===== src/rtl/mca_pipe.sv =====
// mca_pipe: pipelined wide adder/subtractor with valid/ready flow control.
//
// The WIDTH-bit operation is split into STAGES limbs of L = ceil(WIDTH/STAGES) bits (the top limb
// may be narrower). Stage k adds limb k and registers the carry for stage k+1, so each stage holds
// only an L-bit adder. Operands and partial results travel down the pipe with their valid bit.
// Legal configurations need (STAGES-1)*L < WIDTH so that every stage owns at least one bit.
//
// Ports:
//   clk        clock, all state on the rising edge
//   rstn       asynchronous active-low reset
//   in_valid   operand x/y/sub valid         in_ready   operand accepted this cycle
//   sub        0: z = x + y, 1: z = x - y    x, y       operands
//   out_valid  z/cout valid                  out_ready  downstream accepts z/cout
//   z          result (mod 2^WIDTH)          cout       add: carry out, sub: 1 = no borrow
module mca_pipe #(
  parameter int unsigned WIDTH  = 272,
  parameter int unsigned STAGES = 2
) (
  input  logic             clk,
  input  logic             rstn,
  input  logic             in_valid,
  output logic             in_ready,
  input  logic             sub,
  input  logic [WIDTH-1:0] x,
  input  logic [WIDTH-1:0] y,
  output logic             out_valid,
  input  logic             out_ready,
  output logic [WIDTH-1:0] z,
  output logic             cout
);

  localparam int unsigned L = (WIDTH + STAGES - 1) / STAGES;

  // Whole-pipe stall: every stage advances together or holds together.
  logic en;

  // Stage registers; entry STAGES-1 is the output stage.
  logic             v_q  [STAGES];
  logic [WIDTH-1:0] x_q  [STAGES];
  logic [WIDTH-1:0] yp_q [STAGES];  // y already conditioned (~y for subtract)
  logic [WIDTH-1:0] z_q  [STAGES];  // result limbs produced so far
  logic             c_q  [STAGES];  // carry into the next limb

  // Per-stage inputs and next-state values.
  logic             v_in  [STAGES];
  logic [WIDTH-1:0] x_in  [STAGES];
  logic [WIDTH-1:0] yp_in [STAGES];
  logic [WIDTH-1:0] z_in  [STAGES];
  logic             c_in  [STAGES];
  logic [WIDTH-1:0] z_d   [STAGES];
  logic             c_d   [STAGES];

  assign en        = !out_valid || out_ready;
  assign in_ready  = en;
  assign out_valid = v_q[STAGES-1];
  assign z         = z_q[STAGES-1];
  assign cout      = c_q[STAGES-1];

  for (genvar k = 0; k < STAGES; k++) begin : g_stage
    localparam int unsigned Lo = k * L;
    localparam int unsigned Wk = ((WIDTH - Lo) < L) ? (WIDTH - Lo) : L;
    localparam logic [WIDTH-1:0] Mask = ({WIDTH{1'b1}} >> (WIDTH - Wk)) << Lo;

    logic [Wk:0] sum;

    if (k == 0) begin : g_head
      // Subtract is x + ~y + 1: the +1 enters as the carry into limb 0.
      assign v_in[k]  = in_valid;
      assign x_in[k]  = x;
      assign yp_in[k] = sub ? ~y : y;
      assign z_in[k]  = '0;
      assign c_in[k]  = sub;
    end else begin : g_body
      assign v_in[k]  = v_q[k-1];
      assign x_in[k]  = x_q[k-1];
      assign yp_in[k] = yp_q[k-1];
      assign z_in[k]  = z_q[k-1];
      assign c_in[k]  = c_q[k-1];
    end

    assign sum    = {1'b0, x_in[k][Lo +: Wk]} + {1'b0, yp_in[k][Lo +: Wk]}
                  + {{Wk{1'b0}}, c_in[k]};
    assign z_d[k] = (z_in[k] & ~Mask) | (WIDTH'(sum[Wk-1:0]) << Lo);
    assign c_d[k] = sum[Wk];
  end

  // Data registers load only with a valid op, so z/cout hold their last value across bubbles.
  always_ff @(posedge clk or negedge rstn) begin
    if (!rstn) begin
      for (int k = 0; k < STAGES; k++) begin
        v_q[k]  <= 1'b0;
        x_q[k]  <= '0;
        yp_q[k] <= '0;
        z_q[k]  <= '0;
        c_q[k]  <= 1'b0;
      end
    end else if (en) begin
      for (int k = 0; k < STAGES; k++) begin
        v_q[k] <= v_in[k];
        if (v_in[k]) begin
          x_q[k]  <= x_in[k];
          yp_q[k] <= yp_in[k];
          z_q[k]  <= z_d[k];
          c_q[k]  <= c_d[k];
        end
      end
    end
  end

endmodule


===== config.mk =====
export PLATFORM = sky130hd
export DESIGN_NAME = mca_pipe
export DESIGN_NICKNAME = d
export VERILOG_FILES = /design/src/rtl/mca_pipe.sv
export SDC_FILE = /design/constraint.sdc
export NUM_CORES = 2
export LEC_CHECK = 0
export CORE_AREA = 4 4 321 323
export CTS_BUF_LIST = sky130_fd_sc_hd__clkbuf_2 sky130_fd_sc_hd__clkbuf_4 sky130_fd_sc_hd__clkbuf_8
export DETAILED_ROUTE_END_ITERATION = 16
export DIE_AREA = 0 0 325 327
export PLACE_DENSITY = 0.73
export REMOVE_ABC_BUFFERS = 1
export SYNTH_ARGS = -nofsm -noshare
export SYNTH_HDL_FRONTEND = slang
export SYNTH_SLANG_ARGS = --single-unit

===== constraint.sdc =====
create_clock -name clk -period 4.4 [get_ports clk]
set_input_delay 0.88 -clock clk [delete_from_list [all_inputs] [get_ports clk]]
set_output_delay 0.88 -clock clk [all_outputs]
set_load 0.005 [all_outputs]

==> qor.yml <==
sta:
  setup_viol: 0
  fin_hold_ws_ns: 0.2236
  worst_slew_pin_slew_ns: 0.9723
  hold_viol_final: 0
  drv_slew: 0
  fin_crit_ns: 4.287
  finClkSkew_ns: 0.04614
  slew_headroom_pct: 35.18
  max_freq_ghz: 0.2332
  timing.setup.tns_ns: 0
  min_period_over_period_pct: 97.44
yosys:
  synthAdderAreaFrac_pct: 7.544
  async_flop_share_pct: 100.0
  synth_area_um2: 45750
  synthMuxAreaShare_pct: 0.1176
  ys_ff_latch: 684
  synth-xor-area-share_pct: 10.03
  ys_types: 80
  synth.top_cell.area_share_pct: 37.42
  synth_area_leader_cell: "dfrtp_1"
  synth_compound_area_share_pct: 20.45
  yosysMostFrequentCell: "nand2_1"
  synth_flop_cell: "dfrtp_1"
  syn-mean-instance-area_um2: 7.935
  seq_area_frac_synth_pct: 37.42
  synth_top_family_by_area: "simple AND/OR/NAND/NOR gates"
  synth_warnings: 0
  synthTopCellsByCount: "nand2_1, dfrtp_1, o21ai_0"
  synthTopCellsByArea: "dfrtp_1, nand2_1, ha_1"
  synth_simple_gate_area_share_pct: 20.77
  synth_cells: 5765
  synth_edf_count: 0
power_and_ir_drop:
  p_sw_share_pct: 39.89
  power_density_nw_per_um2: 486.2
  power.internal_w: 0.01798
  leakagePower_nw: 28.18
  p_comb_share_pct: 46.5
  pwr-share-clk_pct: 21.3
  p_switching_w: 0.01193
  sequentialPowerShare_pct: 32.2
  vdd_ir_drop_max_uv: 286.4
floorplan:
  core_area_um2: 99860
  die-height_um: 327
  rows: 116
  die-area_um2: 106300
  die_w_um: 325
  num_io_pins: 824
  initial_core_util_pct: 45.81
setup_path:
  cp-start-kind: "input port"
  arrival_ns: 4.97
  worstSetupPathType: "input port to flop"
  cp.required_ns: 5.08
  crit_path_max_fanout: 24
  rr_startpoint: "c_in[0]"
  startpoint: "sub"
  end_kind: "flop"
drt:
  first_pass_iters: 6
  ant_nets: 0
  drc: 0
  routed_via_density: 5.636
  routed.top_layer: "met5"
  avgRoutedWirePerCell_um: 22.54
  wl_mm: 188.0
  vias: 47007
  wl_met3_mm: 14.99
  drtIter0Drc: 4343
  met1_length_mm: 78.94
  met2RoutedLength_mm: 85.89
final_layout:
  drive_gt1_share_pct: 11.73
  layout.nets: 7750
  final_util_pct: 61.60
  area_growth_pct: 34.46
  fillers: 8975
clocking:
  clock_path_buffers: 3
  clk_pin_slew_worst_paths_ns: 0.08
  cts_root_buf: "clkbuf_8"
  cts.htree.levels: 3
  cts.sinks: 684
  cts_hold_buf: 0
  insertion_delay_ns: 0.81
  numCtsBuffers: 118
  cts_tree: "yes"
global_route:
  antenna_found_initial: 25
  grt_max_degree: 133
  grt_pass1_vias: 46958
  grtUsageTotal_pct: 34.23
  grt_remaining_overflow: 0
  grt_pass1_wl_mm: 283.1
min_path:
  hold_class: "input port to asynchronous set/reset pin"
outcome:
  outcome: "finished clean"
place:
  dp_hpwl_mm: 153.5
  io_buffer_count: 823
  gp_congestion: 1.057
flow_run:
  drv_cap: 0
[kinds of logic after synthesis]
kind of cell / Yosys count
AOI/OAI and AO/OA: 1594
muxes: 5
and+or+nand+nor: 2242
adders and majority gates: 274
xor gates and xnor gates: 524
buffers and inverters: 442
DFF: 684
[state kept, by name, indices dropped and copies added (netlist names)]
| register | cells |
|---|---|
| yp_in | 136 |
| z_in | 136 |
| v_in | 1 |
| out_valid | 1 |
| z | 272 |
| c_in | 1 |
| x_in | 136 |
| cout | 1 |
[power groups by stage]
stage	combinational [W]	sequential [W]	clock (W)
6_report	0.0139	0.00962	0.00637
5_1_grt	0.0151	0.00978	0.00675
4_1_cts	0.0138	0.00959	0.00648
3_5_place_dp	0.0137	0.00965	0
3_3_place_gp	0.0136	0.00962	0
2_1_floorplan	0.00693	0.00933	0
[worst paths after layout]
| check | endpoint | slack (ns) | depth (start not counted) |
|---|---|---|---|
| worst max-delay path | z_in[127] | 0.11 | 17 |
| worst min-delay path | z_in[78] | 0.22 | 1 |
| min in group clk | z[44] | 0.46 | 2 |
| max in group asynchronous | x_in[265] | 3.08 | 3 |
| worst min register to register | z[44] | 0.46 | 2 |
| worst max register to register | z[270] | 0.18 | 15 |
[layer usage]
| metal | track usage (%) | vias to the layer above |
|---|---|---|
| li1 | - | 22219 |
| met1 | 44.56 | 22435 |
| met2 | 55.62 | 1985 |
| met3 | 7.328 | 356 |
| met4 | 13.99 | 12 |
| met5 | 0 | - |
[through the flow]
stage                     instances  power, W  setup slack (ns)  instance area, um2
after floorplan                5429   0.01626            -7.175               44460
after global placement         8103   0.02319           -0.6795               58820
after detailed placement       8103   0.02333           -0.7252               58820
after CTS                      8319   0.02983           0.05777               61410
after global routing           8332   0.03162          -0.02739               61490
final                          8341   0.02991            0.1126               61510
[cell usage in the layout, fill, tap and decap left out, types with 42 or more instances in the layout]
| cell type | count |
|---|---|
| clkdlybuf4s50_1 | 821 |
| o21a_1 | 49 |
| o21bai_1 | 85 |
| dfrtp_1 | 684 |
| nand3_1 | 52 |
| nand2_1 | 1540 |
| nor3_1 | 79 |
| a21oi_1 | 454 |
| ha_1 | 271 |
| o21ai_0 | 614 |
| xor2_1 | 245 |
| a31oi_1 | 42 |
| clkbuf_8 | 147 |
| a21o_1 | 125 |
| nand4_1 | 160 |
| nor2_1 | 238 |
| inv_1 | 106 |
| buf_4 | 530 |
| xnor2_1 | 279 |
[repair_timing]
action / 4_1_cts / 5_1_grt
buffers inserted: 0 / 2
gates resized for setup: 1 / 7
endpoints found under the setup margin: 1 / 20
endpoints found under the hold margin: 0 / 0
pin swaps: 0 / 1
[critical path, cell delays in order]
cell and delay (ns):
buf_8 0.20, buf_12 0.24, buf_4 0.27, xor2_1 0.11, ha_1 0.32, nand4_1 0.23, nor4_2 0.36, buf_4 0.18
nand4_1 0.11, or3_1 0.46, a211o_1 0.33, o2111ai_1 0.32, and3_1 0.30, o31a_1 0.25, a21oi_1 0.11, xnor2_1 0.17
o21ai_1 0.07
[area by class of cell]
type,count,area (um2),area share (%)
sequential,684,17120,27.83
timing repair buffer,1378,12730,20.69
clock inverter,36,316.6,0.5147
inverter,106,397.9,0.6469
antenna,20,50.05,0.08137
multi-input combinational,4639,27000,43.90
clock buffer,180,2271,3.692
tap,1298,1624,2.640
Note: power is estimated with default switching activity, not from simulation.
